`config.mk`:
```
export PLATFORM = sky130hd
export DESIGN_NAME = sram_arbiter
export DESIGN_NICKNAME = d
export VERILOG_FILES = /design/src/rtl/sram_arb_pkg.sv /design/src/rtl/sram_arb_pick.sv /design/src/rtl/sram_arbiter.sv
export SDC_FILE = /design/constraint.sdc
export NUM_CORES = 1
export LEC_CHECK = 0
export BUFFER_PORTS_ARGS = -buffer_cell sky130_fd_sc_hd__buf_2
export CAP_MARGIN = 20
export CORE_MARGIN = 3
export CORE_UTILIZATION = 46
export CTS_CLUSTER_DIAMETER = 150
export DETAILED_ROUTE_END_ITERATION = 10
export GPL_TIMING_DRIVEN = 0
export PLACE_DENSITY = 0.79
export SYNTH_ARGS = -nofsm -noshare
export SYNTH_HDL_FRONTEND = slang
export SYNTH_SLANG_ARGS = --single-unit
export TNS_END_PERCENT = 100
```
`constraint.sdc`:
```
create_clock -name Clk -period 2.7 [get_ports Clk]
set_input_delay 0.135 -clock Clk [delete_from_list [all_inputs] [get_ports Clk]]
set_output_delay 0.135 -clock Clk [all_outputs]
set_load 0.005 [all_outputs]
```
`src/rtl/sram_arb_pkg.sv`:
```
// Shared types and constants for the SRAM arbiter.
// Contents: FSM state encoding, access-owner encoding, wait-state limits.
package sram_arb_pkg;

    // Largest legal wait-state count and the counter width that holds it.
    localparam int unsigned MAX_WAIT = 15;
    localparam int unsigned CNT_W    = $clog2(MAX_WAIT + 1);

    typedef enum logic [1:0] {
        ARB_IDLE   = 2'd0,
        ARB_ACCESS = 2'd1,
        ARB_DONE   = 2'd2
    } arb_state_t;

    typedef enum logic {
        OWN_CPU = 1'b0,
        OWN_DMA = 1'b1
    } arb_owner_t;

endpackage : sram_arb_pkg

```
`src/rtl/sram_arb_pick.sv`:
```
// Combinational winner select between the CPU and DMA request lines.
// Build option: SRAM_ARB_RR_EN selects round-robin; otherwise CPU has fixed priority.
// Ports:
//   cpu_req, dma_req  request lines sampled by the arbiter in IDLE
//   last_owner        port granted most recently (only consulted in round-robin)
//   grant_c           at least one request present
//   owner_c           winning port
module sram_arb_pick
    import sram_arb_pkg::*;
(
    input  logic       cpu_req,
    input  logic       dma_req,
    input  arb_owner_t last_owner,
    output logic       grant_c,
    output arb_owner_t owner_c
);

    // Winner select; on a tie round-robin favours the port not granted last.
    always_comb begin
        grant_c = cpu_req | dma_req;
        owner_c = OWN_CPU;
`ifdef SRAM_ARB_RR_EN
        if (cpu_req && dma_req) begin
            owner_c = (last_owner == OWN_CPU) ? OWN_DMA : OWN_CPU;
        end else if (dma_req) begin
            owner_c = OWN_DMA;
        end
`else
        if (!cpu_req && dma_req) begin
            owner_c = OWN_DMA;
        end
`endif
    end

`ifndef SRAM_ARB_RR_EN
    // Fixed priority has no use for the history input.
    logic unused_last_owner;
    assign unused_last_owner = last_owner;
`endif

endmodule : sram_arb_pick

```
`src/rtl/sram_arbiter.sv`:
```
// Shares one asynchronous SRAM between the CPU port and the DMA/loader port.
// Generates the active-low SRAM strobes with WAIT_CYCLES access cycles, returns a
// one-cycle ready pulse to the owning port per completed access. All outputs are registered.
// Build option: SRAM_ARB_RR_EN enables round-robin arbitration (default: CPU fixed priority).
// Ports:
//   Clk, Reset                 clock, asynchronous active-high reset
//   cpu_* / dma_*              req/we/addr/wdata in, rdata/ready out per requester
//   sram_addr, sram_dout       registered SRAM address and write data
//   sram_dout_oe               top-level tri-state enable for sram_dout
//   sram_din                   SRAM data bus input
//   Mem_CE, Mem_OE, Mem_WE     active-low SRAM strobes
//   arb_state                  current FSM state for debug
module sram_arbiter
    import sram_arb_pkg::*;
#(
    parameter int unsigned ADDR_W      = 20,
    parameter int unsigned DATA_W      = 16,
    parameter int unsigned WAIT_CYCLES = 2
) (
    input  logic              Clk,
    input  logic              Reset,
    input  logic              cpu_req,
    input  logic              cpu_we,
    input  logic [ADDR_W-1:0] cpu_addr,
    input  logic [DATA_W-1:0] cpu_wdata,
    output logic [DATA_W-1:0] cpu_rdata,
    output logic              cpu_ready,
    input  logic              dma_req,
    input  logic              dma_we,
    input  logic [ADDR_W-1:0] dma_addr,
    input  logic [DATA_W-1:0] dma_wdata,
    output logic [DATA_W-1:0] dma_rdata,
    output logic              dma_ready,
    output logic [ADDR_W-1:0] sram_addr,
    output logic [DATA_W-1:0] sram_dout,
    output logic              sram_dout_oe,
    input  logic [DATA_W-1:0] sram_din,
    output logic              Mem_CE,
    output logic              Mem_OE,
    output logic              Mem_WE,
    output logic [1:0]        arb_state
);

    if (WAIT_CYCLES == 0 || WAIT_CYCLES > MAX_WAIT) begin : g_bad_wait
        $error("sram_arbiter: WAIT_CYCLES=%0d outside 1..%0d", WAIT_CYCLES, MAX_WAIT);
    end

    arb_state_t        state_q, state_d;
    logic [CNT_W-1:0]  cnt_q, cnt_d;
    arb_owner_t        owner_q, owner_d;
    logic              op_we_q, op_we_d;
    logic [ADDR_W-1:0] sram_addr_q, sram_addr_d;
    logic [DATA_W-1:0] sram_dout_q, sram_dout_d;

    logic              mem_ce_n_q, mem_ce_n_d;
    logic              mem_oe_n_q, mem_oe_n_d;
    logic              mem_we_n_q, mem_we_n_d;
    logic              dout_oe_q, dout_oe_d;
    logic              cpu_ready_q, cpu_ready_d;
    logic              dma_ready_q, dma_ready_d;
    logic [DATA_W-1:0] cpu_rdata_q, cpu_rdata_d;
    logic [DATA_W-1:0] dma_rdata_q, dma_rdata_d;

    logic              grant_c;
    arb_owner_t        pick_owner_c;
    arb_owner_t        pick_last;

    sram_arb_pick u_pick (
        .cpu_req    (cpu_req),
        .dma_req    (dma_req),
        .last_owner (pick_last),
        .grant_c    (grant_c),
        .owner_c    (pick_owner_c)
    );

`ifdef SRAM_ARB_RR_EN
    // History of the last grant; reset value gives the CPU the first turn.
    arb_owner_t last_owner_q, last_owner_d;

    always_comb begin
        last_owner_d = last_owner_q;
        if (state_q == ARB_IDLE && grant_c) begin
            last_owner_d = pick_owner_c;
        end
    end

    always_ff @(posedge Clk or posedge Reset) begin
        if (Reset) begin
            last_owner_q <= OWN_DMA;
        end else begin
            last_owner_q <= last_owner_d;
        end
    end

    assign pick_last = last_owner_q;
`else
    assign pick_last = OWN_DMA;
`endif

    // State register and latched access context.
    always_ff @(posedge Clk or posedge Reset) begin
        if (Reset) begin
            state_q     <= ARB_IDLE;
            cnt_q       <= '0;
            owner_q     <= OWN_CPU;
            op_we_q     <= 1'b0;
            sram_addr_q <= '0;
            sram_dout_q <= '0;
        end else begin
            state_q     <= state_d;
            cnt_q       <= cnt_d;
            owner_q     <= owner_d;
            op_we_q     <= op_we_d;
            sram_addr_q <= sram_addr_d;
            sram_dout_q <= sram_dout_d;
        end
    end

    // Next state; the winner's operation is captured once at grant and never re-sampled.
    always_comb begin
        state_d     = state_q;
        cnt_d       = cnt_q;
        owner_d     = owner_q;
        op_we_d     = op_we_q;
        sram_addr_d = sram_addr_q;
        sram_dout_d = sram_dout_q;
        unique case (state_q)
            ARB_IDLE: begin
                if (grant_c) begin
                    state_d = ARB_ACCESS;
                    cnt_d   = CNT_W'(WAIT_CYCLES - 1);
                    owner_d = pick_owner_c;
                    if (pick_owner_c == OWN_DMA) begin
                        op_we_d     = dma_we;
                        sram_addr_d = dma_addr;
                        sram_dout_d = dma_wdata;
                    end else begin
                        op_we_d     = cpu_we;
                        sram_addr_d = cpu_addr;
                        sram_dout_d = cpu_wdata;
                    end
                end
            end
            ARB_ACCESS: begin
                if (cnt_q == '0) begin
                    state_d = ARB_DONE;
                end else begin
                    cnt_d = cnt_q - CNT_W'(1);
                end
            end
            ARB_DONE: state_d = ARB_IDLE;
            default:  state_d = ARB_IDLE;
        endcase
    end

    // Output next values decoded from the next state so strobes line up with state_q.
    always_comb begin
        mem_ce_n_d  = 1'b1;
        mem_oe_n_d  = 1'b1;
        mem_we_n_d  = 1'b1;
        dout_oe_d   = 1'b0;
        cpu_ready_d = 1'b0;
        dma_ready_d = 1'b0;
        cpu_rdata_d = cpu_rdata_q;
        dma_rdata_d = dma_rdata_q;
        if (state_d == ARB_ACCESS) begin
            mem_ce_n_d = 1'b0;
            mem_oe_n_d = op_we_d;
            mem_we_n_d = ~op_we_d;
            dout_oe_d  = op_we_d;
        end
        if (state_d == ARB_DONE) begin
            // Write data stays driven one cycle past the WE rising edge for hold time.
            dout_oe_d = op_we_d;
            if (owner_d == OWN_DMA) begin
                dma_ready_d = 1'b1;
                if (!op_we_d) begin
                    dma_rdata_d = sram_din;
                end
            end else begin
                cpu_ready_d = 1'b1;
                if (!op_we_d) begin
                    cpu_rdata_d = sram_din;
                end
            end
        end
    end

    // Output registers; reset releases the strobes immediately, aborting any access.
    always_ff @(posedge Clk or posedge Reset) begin
        if (Reset) begin
            mem_ce_n_q  <= 1'b1;
            mem_oe_n_q  <= 1'b1;
            mem_we_n_q  <= 1'b1;
            dout_oe_q   <= 1'b0;
            cpu_ready_q <= 1'b0;
            dma_ready_q <= 1'b0;
            cpu_rdata_q <= '0;
            dma_rdata_q <= '0;
        end else begin
            mem_ce_n_q  <= mem_ce_n_d;
            mem_oe_n_q  <= mem_oe_n_d;
            mem_we_n_q  <= mem_we_n_d;
            dout_oe_q   <= dout_oe_d;
            cpu_ready_q <= cpu_ready_d;
            dma_ready_q <= dma_ready_d;
            cpu_rdata_q <= cpu_rdata_d;
            dma_rdata_q <= dma_rdata_d;
        end
    end

    assign Mem_CE       = mem_ce_n_q;
    assign Mem_OE       = mem_oe_n_q;
    assign Mem_WE       = mem_we_n_q;
    assign sram_dout_oe = dout_oe_q;
    assign sram_addr    = sram_addr_q;
    assign sram_dout    = sram_dout_q;
    assign cpu_ready    = cpu_ready_q;
    assign dma_ready    = dma_ready_q;
    assign cpu_rdata    = cpu_rdata_q;
    assign dma_rdata    = dma_rdata_q;
    assign arb_state    = state_q;

endmodule : sram_arbiter
```
==> metrics list, run 1 <==
- The run finished with clean final reports.
- CTS built an H-tree with a depth of 3.
- The worst hold path was traced through 2 stages.
- CTS tree: done
- Entering global routing, the biggest net connects 75 pins.
* Via total after detailed routing: 2788
- In the final timing run, aggregate negative setup slack is 0 ns.
* Ys flop type: dfrtp_1
- Class of the most critical hold timing path: input pin to register
- I/O pin count: 170
- I/O Buffers: 168
- Detailed placer's ending HPWL: ~6400 um
- After synthesis, the mean cell area works out to 12.51 sq um.
- Mapped Area: 3565 sq um
* Number of register bits inferred by synthesis: 82
- The worst setup path is captured at a register.
* Commonest cells after routing, fill and taps aside: 175 x buf_2, 79 x dfrtp_1, 42 x nand2_1
- For this configuration, the core starts out at a cell density of 0.4837.
- The die is 94.03 um tall.
- Post-route ant nets: 0
- Layout overhead on the synthesized area: 33.24%
- The floorplan step defined a die boundary enclosing 8842 sq um.
- Post-detailed-routing wire length: 8323 um
* Worst hold slack across all endpoints: 0.04012 ns
* Antenna violations before repair: 0
* Sequential share of the synthesized area: 0.5767
- Min-delay src: sram_din[15]
* TritonCTS buffer count: 9
- Layout Cell Area excl Fill: 4750 sq um
* Post-synthesis net count: 380
- On the final layout, the worst clock skew is 0.008866 ns.
- At the end of the flow, the number of nets in the layout was 561.
- Startpoint type of the worst setup path: register
* Instance count of the mapped netlist: 285
* Antenna fix cells: 0
- The worst pin sits at a relative slew slack of 0.6386.
* Worst slew pin tran: 0.5421 ns
- Count of synthesis-stage warnings from yosys: 0
- Pre-CTS setup slack: 0.7462 ns
- The detailed router finished its first iteration with 37 violations.
- The first TritonRoute pass finished after 4 iterations.
- The path with the worst hold slack has its endpoint at dma_rdata[15]$_DFFE_PP0P_.
* GR Overflow Total: 0
* Number of hold buffers added after cts: 1
- Overall routing resource usage: 0.1945
- Registers take 2056 sq um.
- In this run the core area contains 31 standard-cell rows.
* Maximum number of buffers from clock root to sink: 2
- In this run the post-CTS setup repair buffer count came out at 0.
* Final hold violation count: 0
- Die X-Extent: ~94 um
- Of all nets on the critical path, the largest fanout is 10.
* Clock-pin slew on the worst setup and hold paths: ~0.090 ns
* Power Dens Cells: 1027 nW/um^2
* Setup Crit Path Kind: register to register
- CP Data Arrival Time: 2.16 ns
* Number of distinct library cells after synthesis: 28
* Max-cap violation count: 0
- The number of global-route vias before repair is 2764.
- Detail-routed via count per cell: 4.891
- Final Cycle Share: 0.7191
- Leading cell type in the layout, fill and taps excluded: buf_2
* Fraction of layout cells with a size suffix above 1: 0.4989
- Setup violators final: 0
* Clock Root Buffer: clkbuf_8
- Drt drc: 0
- Area of the core: 7370 sq um
- Subtracting the final worst setup slack from the clock period gives a little under 2 ns.
- The first global-routing pass estimated 13260 um of wire.
- Data on the critical path is required at its endpoint by 2.92 ns.
* Clock latency on the worst-skew pair: between 0.3 and 0.4 ns
- Dividing the detail-routed wire length by the instance count gives 14.60 um.
* Unrepaired setup endpoints after global routing: false
- Summing all placed instances gives a cell area of ~4600 sq um.
- Slew Viols, Final: 0
- The startpoint identified for the worst register-to-register timing path is arb_state[0]$_DFF_PP0_.
- Fill cells in the final layout number between 600 and 700.
- Yosys mapped a number of flops with a built-in enable equal to 0.
- Worst vdd ir: 0.4212 mV
- Highest attainable clock frequency: ~520 MHz
- Final Wtd Congestion: 0.7652
- Leakage power total: 2.662 nW
* Total of cells resized after clock tree synthesis: 0
* Depth of the most critical reg-to-reg path: 5
- Multi-input logic area: approximately 1400 sq um
- Across all setup checks in the final design, the least slack found is approximately 0.76 ns.
* Async SR Flop Fraction: 1.000
- Clock tree synthesis found a total of 82 sinks.
* Worst reg-to-reg setup slack: 0.76 ns
- Summing internal, switching and leakage power gives 4.878 mW.
* End of the worst register-to-register path: dma_rdata[0]$_DFFE_PP0P_
[Yosys cell counts, types with 2 or more instances]
library cell | instances | area share
a21oi_1 | 4 | 0.0056
buf_2 | 7 | 0.0098
buf_6 | 2 | 0.0063
clkbuf_1 | 6 | 0.0063
dfrtp_1 | 79 | 0.55
dfstp_2 | 3 | 0.022
inv_1 | 6 | 0.0063
mux2_2 | 14 | 0.044
mux2_4 | 20 | 0.084
mux2i_1 | 38 | 0.11
nand2_1 | 42 | 0.044
nand2b_1 | 2 | 0.0035
nand3_4 | 2 | 0.0098
nor2_1 | 5 | 0.0053
nor3_1 | 4 | 0.0056
o21ai_0 | 39 | 0.055
[area by class of cell]
cell class,count,share of cell area
Clock buffer,10,0.02898
Timing Repair Buffer,170,0.1849
Clock inverter,6,0.008957
Tap cell,99,0.02608
Buffer,15,0.01686
Sequential cell,82,0.4328
Inverter,6,0.005269
Multi-Input combinational cell,182,0.2961
[flip-flops by register name, indices dropped and copies added, names as in the netlist]
register	cells
sram_addr	20
owner_q	1
sram_dout_oe	1
arb_state	2
op_we_q	1
Mem_WE	1
Mem_OE	1
Mem_CE	1
cpu_ready	1
dma_ready	1
cpu_rdata	16
sram_dout	16
cnt_q	4
dma_rdata	16
[power breakdown]
part           leakage (nW)  total (mW)  internal [mW]  switching, mW
registers              1.01        2.15           1.83          0.325
clock network        0.0882       0.793          0.359          0.434
logic                  1.56        1.93           1.02          0.910
total                  2.66        4.88           3.21           1.67
[worst max-delay path, stage by stage (launching register included)]
cell	delay [ns]
dfrtp_1	0.49
nor2_1	0.36
nand3_1	0.27
nand3_4	0.19
buf_6	0.20
mux2_4	0.31
[worst max path at each step]
| stage | slack (ns) | start | end | cells after the start |
|---|---|---|---|---|
| 2_1_floorplan | 0.46 | Reset | arb_state[0]$_DFF_PP0_ | 1 |
| 3_3_place_gp | -0.41 | Reset | sram_addr[7]$_DFFE_PP0P_ | 2 |
| 3_5_place_dp | 0.75 | arb_state[0]$_DFF_PP0_ | cpu_rdata[15]$_DFFE_PP0P_ | 5 |
| 4_1_cts | 0.73 | arb_state[0]$_DFF_PP0_ | cpu_rdata[4]$_DFFE_PP0P_ | 5 |
| 5_1_grt | 0.53 | arb_state[0]$_DFF_PP0_ | sram_dout[8]$_DFFE_PP0P_ | 6 |
| 6_report | 0.76 | arb_state[0]$_DFF_PP0_ | dma_rdata[0]$_DFFE_PP0P_ | 5 |
[per-stage QoR]
step                cells    util
floorplan             285       -
global placement      552  0.6146
detailed placement    553  0.6187
CTS                   570  0.6445
global route          570  0.6445
finish                570  0.6445
[logic make-up (layout without fill, tap and decap cells)]
kind of cell / count (synthesis) / after routing / share of synthesized area
compound gates: 47 / 47 / 0.07336
fa+ha+maj: 1 / 1 / 0.003509
buf+inv: 21 / 207 / 0.02878
flops: 82 / 82 / 0.5767
mux: 72 / 72 / 0.2352
simple gates: 62 / 62 / 0.08249
[per-layer routing]
metal,share of wire,global-route usage,wire length [um],vias to the layer above
met1,0.44,0.2574,3644,1302
met4,0.0061,0.06498,51,0
met5,0,0,0,-
li1,-,-,-,1351
met3,0.082,0.05048,686,4
met2,0.47,0.3116,3939,131
(Power assumes the default switching activity.)
==> run 2: changes to the inputs <==
--- a/config.mk
+++ b/config.mk
@@ -8,11 +8,11 @@
 export BUFFER_PORTS_ARGS = -buffer_cell sky130_fd_sc_hd__buf_2
 export CAP_MARGIN = 20
 export CORE_MARGIN = 3
-export CORE_UTILIZATION = 46
+export CORE_UTILIZATION = 42
 export CTS_CLUSTER_DIAMETER = 150
 export DETAILED_ROUTE_END_ITERATION = 10
 export GPL_TIMING_DRIVEN = 0
-export PLACE_DENSITY = 0.79
+export PLACE_DENSITY = 0.76
 export SYNTH_ARGS = -nofsm -noshare
 export SYNTH_HDL_FRONTEND = slang
 export SYNTH_SLANG_ARGS = --single-unit
==> constraint.sdc (replaced) <==
create_clock -name Clk -period 1.56 [get_ports Clk]
set_input_delay 0.078 -clock Clk [delete_from_list [all_inputs] [get_ports Clk]]
set_output_delay 0.078 -clock Clk [all_outputs]
set_load 0.005 [all_outputs]
==> metrics list, run 2 (synthesis gave the netlist of run 1 again) <==
* Clock sink count: 82 (unchanged)
- Commonest cells after routing, fill and taps aside: 174 x buf_2, 77 x dfrtp_1, 42 x nand2_1 (was 175 x buf_2, 79 x dfrtp_1, 42 x nand2_1).
* Setup violators final: 34 (was 0)
- The worst setup path category is register to register (unchanged).
- The clock transition time at the flip-flop clock pins of the worst setup and hold paths came to 0.09 ns (about the same).
- Depth of the most critical reg-to-reg path: 5 (unchanged)
- The peak supply drop was 0.6772 mV (was 0.4212 mV).
* Final hold violation count: 0 (unchanged)
* Post-detailed-routing wire length: 9370 um (was 8323 um)
- Drt drc: 0 (unchanged)
* Worst reg-to-reg setup slack: -0.1 ns (was 0.76 ns)
- Flip-flop count of the largest register, all copies and words added: 20 (unchanged)
- The deepest clock path buffer count is 2 (unchanged).
- The number of optimization iterations in the first detailed-route pass is 4 (unchanged).
- Clock Root Buffer: clkbuf_8 (unchanged)
- The number of core rows was 32 (was 31).
- The number of max-capacitance violations reported is 0 (unchanged).
- The clock network fraction of total power was 0.193 (was 0.163).
- Antenna violations before repair: 0 (unchanged)
- The slew of the pin with the lowest slew margin was 0.8615 ns (was 0.5421 ns).
- The most common cell after layout, fill and taps aside is buf_2 (unchanged).
* Sequential fraction of design power: 0.390 (was 0.441)
* Number of global-route vias before repair: 3099 (was 2764)
- Pin count of the biggest net entering global routing: 44 (was 75)
- Unrepaired setup endpoints after global routing: true (was false).
- Chip Height: 98.13 um (was 94.03 um)
- Layout overhead on the synthesized area: 46.89% (was 33.24%)
* Detailed placer's ending HPWL: 6609 um (was 6386 um)
* First-iteration detailed-routing DRC count: 80 (was 37)
- The ratio of total power to cell area came to 1829 nW/um^2 (was 1027 nW/um^2).
- The worst stage delay on the critical path came to 0.45 ns (was 0.49 ns).
* Crit-path max FO: 5 (was 10)
* Highest attainable clock frequency: 603.4 MHz (was 515.1 MHz)
- CP Data Arrival Time: 1.87 ns (was 2.16 ns)
- Type of element capturing the critical path: register (unchanged)
* Post-layout utilization of the core: 0.6572 (was 0.6445)
- Reg2reg start: arb_state[1]$_DFF_PP0_ (was arb_state[0]$_DFF_PP0_)
* GR Overflow Total: 0 (unchanged)
- Run status: finished with violations (was completed)
* Initial Util: 0.4474 (was 0.4837)
* Combinational power share: 0.417 (was 0.396)
- GR Util met2: 0.3298 (was 0.3116)
- The worst path buffer plus inverter count was 1 (unchanged).
- The via density per instance is 4.813 (was 4.891).
- Antenna fix cells: 0 (unchanged)
* Class of the most critical hold timing path: input pin to register (unchanged)
- Nets: 596 (was 561)
* TritonCTS buffer count: 9 (unchanged)
- The beginning of the worst hold path was dma_wdata[11] (was sram_din[15]).
- Die X-Extent: 98.13 um (was 94.03 um)
* Net load switching power: 3.114 mW (was 1.669 mW)
- Fraction of layout cells with a size suffix above 1: 0.5296 (was 0.4989)
- The smallest setup slack after layout was -0.09720 ns (was 0.7585 ns).
- Final Wtd Congestion: 0.8134 (was 0.7652)
* Die footprint: 9629 sq um (was 8842 sq um)
- Via total after detailed routing: 2926 (was 2788)
- Met1 track demand over resource in global routing: 0.2506 (was 0.2574)
* Layer with the highest usage after global routing: met2 (unchanged)
* Worst hold path endpoint: sram_dout[11]$_DFFE_PP0P_ (was dma_rdata[15]$_DFFE_PP0P_)
- Post-route ant nets: 0 (unchanged)
- Failing checks: negative setup slack
- The worst relative slew slack came to 0.4244 (was 0.6386).
- First-pass GRT wire length: 15230 um (was 13260 um)
* Startpoint type of the worst setup path: register (unchanged)
* Slowest library cell on the worst path: dfrtp_2 (was dfrtp_1)
- The area of the placeable core was 7968 sq um (was 7370 sq um).
* Design internal power: 6.465 mW (was 3.209 mW)
- The shortest period the worst path allows came to 1.657 ns (was 1.941 ns).
- Hold Path Cell Cnt: 3 (was 2)
- The fraction of power spent switching nets is 0.3251 (was 0.3421).
* Average wire per cell in the routed design: 15.41 um (was 14.60 um)
- CTS tree: done (unchanged)
* Slew Viols, Final: 0 (unchanged)
- Leakage power total: 2.894 nW (was 2.662 nW)
- The global router's overall resource usage was 0.1951 (was 0.1945).
* Worst path required time: 1.78 ns (was 2.92 ns)
- The final cell count without fillers came to 608 (was 570).
- # placed instances: 556 (was 553)
- The endpoint of the worst-slack reg-to-reg timing path was dma_rdata[0]$_DFFE_PP0P_ (unchanged).
- Layout filler cell count: 604 (was 629)
- CP Cell Sequence: and2b_1 > and4_4 > nand3_4 > buf_12 > mux2_4 (was nor2_1 > nand3_1 > nand3_4 > buf_6 > mux2_4).
- Pre-CTS setup slack: -0.3379 ns (was 0.7462 ns)
- The latest clock arrival within the worst-skew pair is 0.34 ns (about the same).
- I/O pin count: 170 (unchanged)
- The met3 track demand over resource is 0.03857 (was 0.05048).
* Worst-case clock skew: 0.01294 ns (was 0.008866 ns)
- Count of cell instances traversed by the critical path: 5 (unchanged)
- The level count of the clock H-tree is 3 (unchanged).
- The gate family responsible for the most delay along the worst path is simple AND/OR/NAND/NOR gates (unchanged).
- The total of buffers placed on input and output ports came to 168 (unchanged).
* Final Cycle Share: 1.062 (was 0.7191)
run 2: cell types whose count changed in the layout (fill, tap and decap cells not counted), moves of 3 or more:
cell,change
o21ai_0,-5
clkbuf_1,-3
o21ai_1,+3
bufinv_16,+3
dlygate4sd3_1,+16
buf_12,+4
buf_4,+18
run 2: what timing repair did:
item                                    CTS  global route
pin swaps                                 5             3
hold endpoints to repair                 68             0
setup buffers                            14             4
gates resized for setup                  22            14
gates cloned                              1             0
endpoints found under the setup margin   71            70
hold buffers                             17             0
run 2: worst max-delay path by stage:
stage	start	to	slack, ns
floorplan	arb_state[1]$_DFF_PP0_	cpu_rdata[0]$_DFFE_PP0P_	-0.06
global placement	arb_state[0]$_DFF_PP0_	sram_dout[0]$_DFFE_PP0P_	-0.29
detailed placement	arb_state[0]$_DFF_PP0_	sram_addr[0]$_DFFE_PP0P_	-0.34
CTS	arb_state[1]$_DFF_PP0_	dma_rdata[4]$_DFFE_PP0P_	-0.09
global route	arb_state[1]$_DFF_PP0_	cpu_rdata[7]$_DFFE_PP0P_	-0.14
finish	arb_state[1]$_DFF_PP0_	dma_rdata[0]$_DFFE_PP0P_	-0.1
run 2: power groups by stage:
stage | Clock [mW] | Sequential, mW | Combinational [mW]
floorplan | 0 | 3.81 | 1.84
global placement | 0 | 3.74 | 3.35
detailed placement | 0 | 3.76 | 3.47
CTS | 1.90 | 3.73 | 3.85
global route | 1.97 | 3.87 | 4.45
finish | 1.84 | 3.74 | 4.00
run 2: metal layers:
layer  up-vias  part of all wire
li1       1423                 -
met1      1353              0.42
met2       137              0.49
met3        13             0.069
met4         0             0.016
met5         -                 0
run 2: stage by stage:
stage          power (mW)  TNS [ns]  hold WS, ns  cell area, sq um
3_5_place_dp        7.229    -15.09       0.2983              4572
4_1_cts             9.473    -1.853     0.006539              5177
2_1_floorplan       5.650    -1.004       0.2265              3583
3_3_place_gp        7.090    -13.41       0.3238              4552
6_report            9.579    -2.421      0.01873              5236
5_1_grt             10.29    -4.026      0.02004              5236
run 2: area by class of cell:
type	instances	area (sq um)	area share
sequential	82	2058	0.3931
multi-input combinational	182	1446	0.2762
timing repair buffer	205	1214	0.2318
clock buffer	12	145.1	0.02772
tap	102	127.6	0.02437
buffer	15	120.1	0.02294
clock inverter	4	98.84	0.01888
inverter	6	26.28	0.005018
run 2: tightest hold or removal path, delay by kind of cell:
kind                   cells  cell delay, ns
AO/OA/AOI/OAI              1            0.11
buffers and inverters      1            0.07
multiplexers               1            0.05
